File: src/rtl/scurve_scan_ctrl.sv
// rtl/scurve_scan_ctrl.sv - S-curve DAC/channel scan sequencer feeding the USB data FIFO
// Optional feature macro SCURVE_CHECKSUM_EN: emit a 16-bit running sum word ahead of the trailer.
module scurve_scan_ctrl #(
   parameter int                 CHN_NUM         = 64,
   parameter int                 DAC_WIDTH       = 10,
   parameter bit                 DAC_BIT_REVERSE = 1'b1,
   parameter logic [CHN_NUM-1:0] CTEST_ALL       = '0,
   localparam int                CHN_W           = $clog2(CHN_NUM)
) (
   input  logic                 Clk,
   input  logic                 reset,
   input  logic                 Test_Start,
   input  logic                 Test_Abort,
   input  logic                 Single_or_Multi,
   input  logic [CHN_W-1:0]     Single_Chn,
   input  logic [DAC_WIDTH-1:0] Dac_Start,
   input  logic [DAC_WIDTH-1:0] Dac_Stop,
   input  logic [DAC_WIDTH-1:0] Dac_Step,
   output logic                 Single_Test_Start,
   input  logic                 Single_Test_Done,
   input  logic                 SCurve_Data_fifo_empty,
   input  logic [15:0]          SCurve_Data_fifo_dout,
   output logic                 SCurve_Data_fifo_rd_en,
   output logic [CHN_NUM-1:0]   CTest_Chn_Out,
   output logic [DAC_WIDTH-1:0] Dac_Out,
   output logic                 SC_Param_Load,
   input  logic                 SC_Config_Done,
   output logic [15:0]          usb_data_fifo_wr_din,
   output logic                 usb_data_fifo_wr_en,
   input  logic                 usb_data_fifo_full,
   output logic                 Test_Busy,
   output logic                 SCurve_Test_Done
);

   typedef enum logic [3:0] {
      S_IDLE, S_HDR, S_CHN_WR, S_DAC_WR, S_SC_LOAD, S_SC_WAIT, S_PT_START, S_PT_WAIT,
      S_DRAIN_CHK, S_DRAIN_RD, S_DRAIN_WR, S_NEXT_DAC, S_NEXT_CHN, S_SUM, S_TRAIL, S_DONE
   } state_t;

`ifdef SCURVE_CHECKSUM_EN
   localparam state_t END_ST = S_SUM;
`else
   localparam state_t END_ST = S_TRAIL;
`endif

   state_t               state_q, state_d, wr_next;
   logic                 single_q, single_d, abort_q, abort_d, done_q, done_d, start_prev_q;
   logic [CHN_W-1:0]     chan_q, chan_d;
   logic [CHN_NUM-1:0]   mask_q, mask_d;
   logic [DAC_WIDTH-1:0] dac_q, dac_d, start_q, start_d, stop_q, stop_d, step_q, step_d;
   logic [DAC_WIDTH-1:0] dac_rev;
   logic [DAC_WIDTH:0]   dac_nxt;
   logic [15:0]          data_q, data_d, din_q, din_d, wr_word;
   logic                 wr_en_q, wr_en_d, rd_en_q, rd_en_d, sc_load_q, sc_load_d;
   logic                 pt_start_q, pt_start_d;
   logic                 wr_req, wr_abortable, abort_now, dac_last, start_rise;

   assign start_rise = Test_Start & ~start_prev_q;
   assign abort_now  = Test_Abort | abort_q;
   assign dac_nxt    = {1'b0, dac_q} + {1'b0, step_q};
   assign dac_last   = dac_nxt[DAC_WIDTH] || (dac_nxt > {1'b0, stop_q});

`ifdef SCURVE_CHECKSUM_EN
   logic [15:0] sum_q, sum_d;
   always_comb begin
      sum_d = sum_q;
      if (state_q == S_IDLE && start_rise)
         sum_d = '0;
      else if (wr_en_d && (state_q inside {S_CHN_WR, S_DAC_WR, S_DRAIN_WR}))
         sum_d = sum_q + din_d;
   end
`endif

   always_comb begin
      state_d = state_q;  single_d = single_q; chan_d = chan_q;   mask_d = mask_q;
      dac_d   = dac_q;    start_d  = start_q;  stop_d = stop_q;   step_d = step_q;
      data_d  = data_q;   abort_d  = abort_q;  done_d = done_q;   din_d  = din_q;
      wr_en_d = 1'b0;     rd_en_d  = 1'b0;     sc_load_d = 1'b0;  pt_start_d = 1'b0;
      wr_req  = 1'b0;     wr_word  = din_q;    wr_next = state_q; wr_abortable = 1'b1;
      if (!(state_q inside {S_IDLE, S_TRAIL, S_DONE, S_SUM}))
         abort_d = abort_now;
      case (state_q)
         S_IDLE: if (start_rise) begin
            single_d = Single_or_Multi;
            chan_d   = Single_or_Multi ? Single_Chn : '0;
            mask_d   = Single_or_Multi ? CTEST_ALL : CHN_NUM'(1);
            dac_d    = Dac_Start;
            start_d  = Dac_Start;
            stop_d   = Dac_Stop;
            step_d   = (Dac_Step == '0) ? DAC_WIDTH'(1) : Dac_Step;
            abort_d  = 1'b0;
            done_d   = 1'b0;
            state_d  = S_HDR;
         end
         S_HDR:      begin wr_req = 1'b1; wr_word = 16'h5343; wr_next = S_CHN_WR; end
         S_CHN_WR:   begin
            wr_req = 1'b1; wr_word = {single_q ? 8'h63 : 8'h43, 8'(chan_q)}; wr_next = S_DAC_WR;
         end
         S_DAC_WR:   begin wr_req = 1'b1; wr_word = {4'hD, 12'(dac_q)}; wr_next = S_SC_LOAD; end
         S_SC_LOAD:  if (abort_now) state_d = END_ST;
                     else begin sc_load_d = 1'b1; state_d = S_SC_WAIT; end
         S_SC_WAIT:  if (abort_now) state_d = END_ST;
                     else if (SC_Config_Done) state_d = S_PT_START;
         S_PT_START: if (abort_now) state_d = END_ST;
                     else begin pt_start_d = 1'b1; state_d = S_PT_WAIT; end
         S_PT_WAIT:  if (abort_now) state_d = END_ST;
                     else if (Single_Test_Done) state_d = S_DRAIN_CHK;
         S_DRAIN_CHK: if (abort_now) state_d = END_ST;
                     else if (!SCurve_Data_fifo_empty) begin rd_en_d = 1'b1; state_d = S_DRAIN_RD; end
                     else state_d = S_NEXT_DAC;
         // First cycle carries the read strobe; dout is valid on the second.
         S_DRAIN_RD: if (!rd_en_q) begin data_d = SCurve_Data_fifo_dout; state_d = S_DRAIN_WR; end
         S_DRAIN_WR: begin wr_req = 1'b1; wr_word = data_q; wr_next = S_DRAIN_CHK; end
         S_NEXT_DAC: if (abort_now) state_d = END_ST;
                     else if (dac_last) state_d = S_NEXT_CHN;
                     else begin dac_d = dac_nxt[DAC_WIDTH-1:0]; state_d = S_DAC_WR; end
         S_NEXT_CHN: if (abort_now || single_q || chan_q == CHN_W'(CHN_NUM - 1)) state_d = END_ST;
                     else begin
                        chan_d  = chan_q + CHN_W'(1);
                        mask_d  = mask_q << 1;
                        dac_d   = start_q;
                        state_d = S_CHN_WR;
                     end
`ifdef SCURVE_CHECKSUM_EN
         S_SUM:      begin wr_req = 1'b1; wr_word = sum_q; wr_next = S_TRAIL; wr_abortable = 1'b0; end
`endif
         S_TRAIL:    begin
            wr_req = 1'b1; wr_word = abort_q ? 16'hFF41 : 16'hFF45;
            wr_next = S_DONE; wr_abortable = 1'b0;
         end
         S_DONE:     begin done_d = 1'b1; state_d = S_IDLE; end
         default:    state_d = S_IDLE;
      endcase
      if (wr_req && !usb_data_fifo_full) begin
         wr_en_d = 1'b1;
         din_d   = wr_word;
         state_d = (wr_abortable && abort_now) ? END_ST : wr_next;
      end
   end

   always_ff @(posedge Clk) begin
      if (reset) begin
         state_q <= S_IDLE; single_q <= 1'b0; chan_q <= '0; mask_q <= '0; dac_q <= '0;
         start_q <= '0; stop_q <= '0; step_q <= '0; data_q <= '0; abort_q <= 1'b0;
         done_q <= 1'b0; din_q <= '0; wr_en_q <= 1'b0; rd_en_q <= 1'b0; sc_load_q <= 1'b0;
         pt_start_q <= 1'b0; start_prev_q <= 1'b0;
`ifdef SCURVE_CHECKSUM_EN
         sum_q <= '0;
`endif
      end else begin
         state_q <= state_d; single_q <= single_d; chan_q <= chan_d; mask_q <= mask_d;
         dac_q <= dac_d; start_q <= start_d; stop_q <= stop_d; step_q <= step_d;
         data_q <= data_d; abort_q <= abort_d; done_q <= done_d; din_q <= din_d;
         wr_en_q <= wr_en_d; rd_en_q <= rd_en_d; sc_load_q <= sc_load_d;
         pt_start_q <= pt_start_d; start_prev_q <= Test_Start;
`ifdef SCURVE_CHECKSUM_EN
         sum_q <= sum_d;
`endif
      end
   end

   always_comb begin
      dac_rev = '0;
      for (int i = 0; i < DAC_WIDTH; i++) dac_rev[i] = dac_q[DAC_WIDTH-1-i];
   end

   assign Dac_Out                = DAC_BIT_REVERSE ? dac_rev : dac_q;
   assign CTest_Chn_Out          = mask_q;
   assign Single_Test_Start      = pt_start_q;
   assign SCurve_Data_fifo_rd_en = rd_en_q;
   assign SC_Param_Load          = sc_load_q;
   assign usb_data_fifo_wr_din   = din_q;
   assign usb_data_fifo_wr_en    = wr_en_q;
   assign Test_Busy              = (state_q != S_IDLE);
   assign SCurve_Test_Done       = done_q;

endmodule

File: config.mk
export PLATFORM = sky130hd
export DESIGN_NAME = scurve_scan_ctrl
export DESIGN_NICKNAME = d
export VERILOG_FILES = /design/src/rtl/scurve_scan_ctrl.sv
export SDC_FILE = /design/constraint.sdc
export NUM_CORES = 1
export LEC_CHECK = 0
export ABC_AREA = 1
export CAP_MARGIN = 10
export CORE_MARGIN = 4
export CORE_UTILIZATION = 55
export CTS_CLUSTER_SIZE = 30
export DETAILED_ROUTE_END_ITERATION = 7
export GPL_ROUTABILITY_DRIVEN = 0
export PLACE_DENSITY = 0.86
export SLEW_MARGIN = 40
export SYNTH_ARGS = -nofsm -noshare
export SYNTH_HDL_FRONTEND = slang
export SYNTH_SLANG_ARGS = --single-unit
File: constraint.sdc
create_clock -name Clk -period 6.1 [get_ports Clk]
set_input_delay 1.83 -clock Clk [delete_from_list [all_inputs] [get_ports Clk]]
set_output_delay 1.83 -clock Clk [all_outputs]
set_load 0.005 [all_outputs]
==> results.sh <==
export IMPL_status="complete, no violations"
export IMPL_power_frac_clock_pct=23.9
export IMPL_port_buffers=156
export IMPL_synth_most_common_cell="dfxtp_1"
export IMPL_synth_top_area_share_pct=42.70
export IMPL_finalNonFillerCells=1300
export IMPL_ant_nets=0
export IMPL_start_util_pct=56.76
export IMPL_p_comb_share_pct=41.8
export IMPL_drv_slew=0
export IMPL_r2r_start="dac_q[0]$_SDFFE_PP0P_"
export IMPL_total_power_mw=4.324
export IMPL_ir_worst_vdd_v=0.0002510
export IMPL_pre_cts_ws_ns=1.444
export IMPL_finalHoldViolCount=0
export IMPL_io_pin_count=157
export IMPL_syn_area_per_cell_um2=7.301
export IMPL_grt_overflow=0
export IMPL_cts_sinks=154
export IMPL_max_freq_mhz=230.8
export IMPL_yosys_top_cells_area="dfxtp_1, a21oi_1, o21ai_0, nand2_1, nor2_1"
export IMPL_cts_clk_slew_worst_paths_ns=0.06
export IMPL_dr_pass1_iters=5
export IMPL_design_area_um2=9300
export IMPL_start_kind="input port"
export IMPL_worstSetupEndpointType="flop"
export IMPL_dieWidth_um=122.6
export IMPL_internal_power_mw=2.658
export IMPL_finalCritPeriodShare_pct=71.03
export IMPL_final_nets=1198
export IMPL_switchingPower_mw=1.666
export IMPL_yosys_area_share_simple_pct=21.09
export IMPL_power_frac_seq_pct=34.3
export IMPL_vias=7344
export IMPL_htree_num_levels=4
export IMPL_antenna_found_initial=0
export IMPL_path_class="input port to flop"
export IMPL_synth_edf_count=0
export IMPL_max_slew_worst_pin_slew_ns=0.8119
export IMPL_cellPowerDensity_nw_per_um2=464.9
export IMPL_finClkSkew_ns=0.006468
export IMPL_cts_resized=0
export IMPL_syn_cell_area_um2=7221
export IMPL_slew_headroom_pct=45.88
export IMPL_setup_violations=0
export IMPL_synthAdderAreaFrac_pct=3.916
export IMPL_wl_per_cell_um=15.70
export IMPL_crit_fanout=65
export IMPL_min_from="data_q[4]$_SDFFE_PP0P_"
export IMPL_async_flop_share_pct=0
export IMPL_diodes=0
export IMPL_synth_nets=1072
export IMPL_cts_setup_buffers=0
export IMPL_clock_latency_ns=0.42
export IMPL_cts_made_buffers=17
export IMPL_setup_slack_ns=1.767
export IMPL_critPathLaunch="Test_Abort"
export IMPL_die_area_um2=15030
export IMPL_grtUsageTotal_pct=27.12
export IMPL_drt_initial_drc_count=720
export IMPL_hold_class="flop to flop"
export IMPL_place_hpwl_um=13930
export IMPL_arrival_ns=4.64
export IMPL_avgViaCountPerCell=5.649
export IMPL_cap_viol_max_count=0
export IMPL_period_minus_slack_ns=4.333
export IMPL_synth_xor_area_share_pct=0.2426
export IMPL_ys_seq_area_share_pct=42.70
export IMPL_p_sw_share_pct=38.52
export IMPL_tns_ns=0
export IMPL_die_h_um=122.6
export IMPL_grt_max_degree=93
export IMPL_drive_above_1_share_pct=5.762
export IMPL_synth_top_area_cell="dfxtp_1"
export IMPL_yosysUniqueCellTypes=46
export IMPL_synthMuxAreaShare_pct=0
export IMPL_required_ns=6.41
export IMPL_rsz0062_at_grt="false"
export IMPL_grt_first_pass_wirelength_um=32520
export IMPL_syn_inst=989
export IMPL_synth_top_family_by_area="compound AO/OA/AOI/OAI gates"
export IMPL_synth_seq_cells=154
export IMPL_clockBufferDepth=2
export IMPL_drc=0
export IMPL_syn2layout_area_growth_pct=28.80
export IMPL_core_area_um2=12720
export IMPL_cts_tree="yes"
export IMPL_grt_pass1_vias=6727
export IMPL_placed_cells=1268
export IMPL_ys_warnings_count=0
export IMPL_row_count=41
export IMPL_ys_flop_type="dfxtp_1"
export IMPL_synth_compound_area_share_pct=22.49
export IMPL_p_leak_nw=3.868
export IMPL_wirelength_um=20410
export IMPL_dpl_instance_area_um2=8723
export IMPL_synthTopCellsByCount="dfxtp_1, nand2_1, a21oi_1"
export IMPL_cts_root_buf="clkbuf_16"
export IMPL_ctsHoldBuffers=0
## final cells by class
class	count	area (um2)
multi-input cells	685	3447
fillers	1055	3422
flip-flops and latches	154	3083
repair buffers	162	1619
clock buffers	19	432.9
inverters	95	359.1
well taps	172	215.2
clock inverters	13	143.9
## power groups by stage
| stage | clock (mW) | sequential, mW | combinational (mW) |
|---|---|---|---|
| 2_1_floorplan | 0 | 1.46 | 1.20 |
| 3_5_place_dp | 0 | 1.49 | 1.78 |
| 6_report | 1.03 | 1.48 | 1.81 |
| 4_1_cts | 1.04 | 1.48 | 1.80 |
| 3_3_place_gp | 0 | 1.49 | 1.73 |
| 5_1_grt | 1.09 | 1.51 | 2.04 |
## routing by layer
layer | wire (um) | part of all wire (%) | track usage, % | vias up
li1 | - | - | - | 3548
met1 | 8359 | 41 | 34.42 | 3381
met2 | 9648 | 47 | 44.38 | 361
met3 | 1735 | 8.5 | 6.129 | 54
met4 | 670 | 3.3 | 11.76 | 0
met5 | 0 | 0 | 0 | -
## path summary, 6_finish.rpt
check / end / slack, ns / cells after the start
hold reg to reg: data_q[4]$_SDFFE_PP0P_ / 0.46 / 2
setup / recovery: chan_q[2]$_SDFFE_PP0P_ / 1.77 / 9
hold / removal: data_q[4]$_SDFFE_PP0P_ / 0.46 / 2
setup reg to reg: dac_q[6]$_SDFFE_PP0P_ / 2.62 / 20
## through the flow
stage / hold slack (ns) / utilization (%)
after floorplan: 0.4291 / -
after global placement: 0.4407 / 68.55
after detailed placement: 0.4471 / 68.57
after CTS: 0.4557 / 73.10
after global routing: 0.4731 / 73.10
final: 0.4562 / 73.10
## layout by cell type (no fill, tap or decap), drive strengths merged, types with 3 or more instances in the layout
cell type | Yosys | final
clkbuf | 24 | 19
nor4 | 4 | 4
and2 | 4 | 4
clkinv | 3 | 9
nor2 | 141 | 141
ha | 21 | 21
dfxtp | 154 | 154
inv | 92 | 96
or2 | 3 | 3
a221oi | 4 | 4
a21oi | 141 | 141
nand3 | 35 | 35
a22o | 3 | 3
buf | 31 | 6
nor3 | 5 | 5
o21ai | 132 | 132
nand2 | 147 | 147
clkdlybuf4s50 | 0 | 156
nand4 | 15 | 15
a31oi | 6 | 6
o22ai | 3 | 3
## logic make-up after synthesis
family | count (synthesis)
xor gates and xnor gates | 2
buffers and inverters | 150
adders and majority gates | 22
DFF | 154
AOI/OAI and AO/OA | 304
and+or+nand+nor | 357
## registers in the layout (all words and copies together) (netlist names)
signal	flops
stop_q	10
abort_q	1
Single_Test_Start	1
start_q	10
usb_data_fifo_wr_en	1
SC_Param_Load	1
single_q	1
step_q	10
SCurve_Test_Done	1
usb_data_fifo_wr_din	16
data_q	16
SCurve_Data_fifo_rd_en	1
dac_q	10
state_q	4
start_prev_q	1
chan_q	6
CTest_Chn_Out	64
## worst max-delay path: stages
cell and delay (ns):
clkdlybuf4s50_1 0.41, nor2_1 0.55, inv_2 0.25, nor2_1 0.21, nand3_1 0.11, nand2_2 0.45, inv_4 0.39, a311oi_1 0.35
nor2_1 0.07
(Power assumes the default switching activity.)
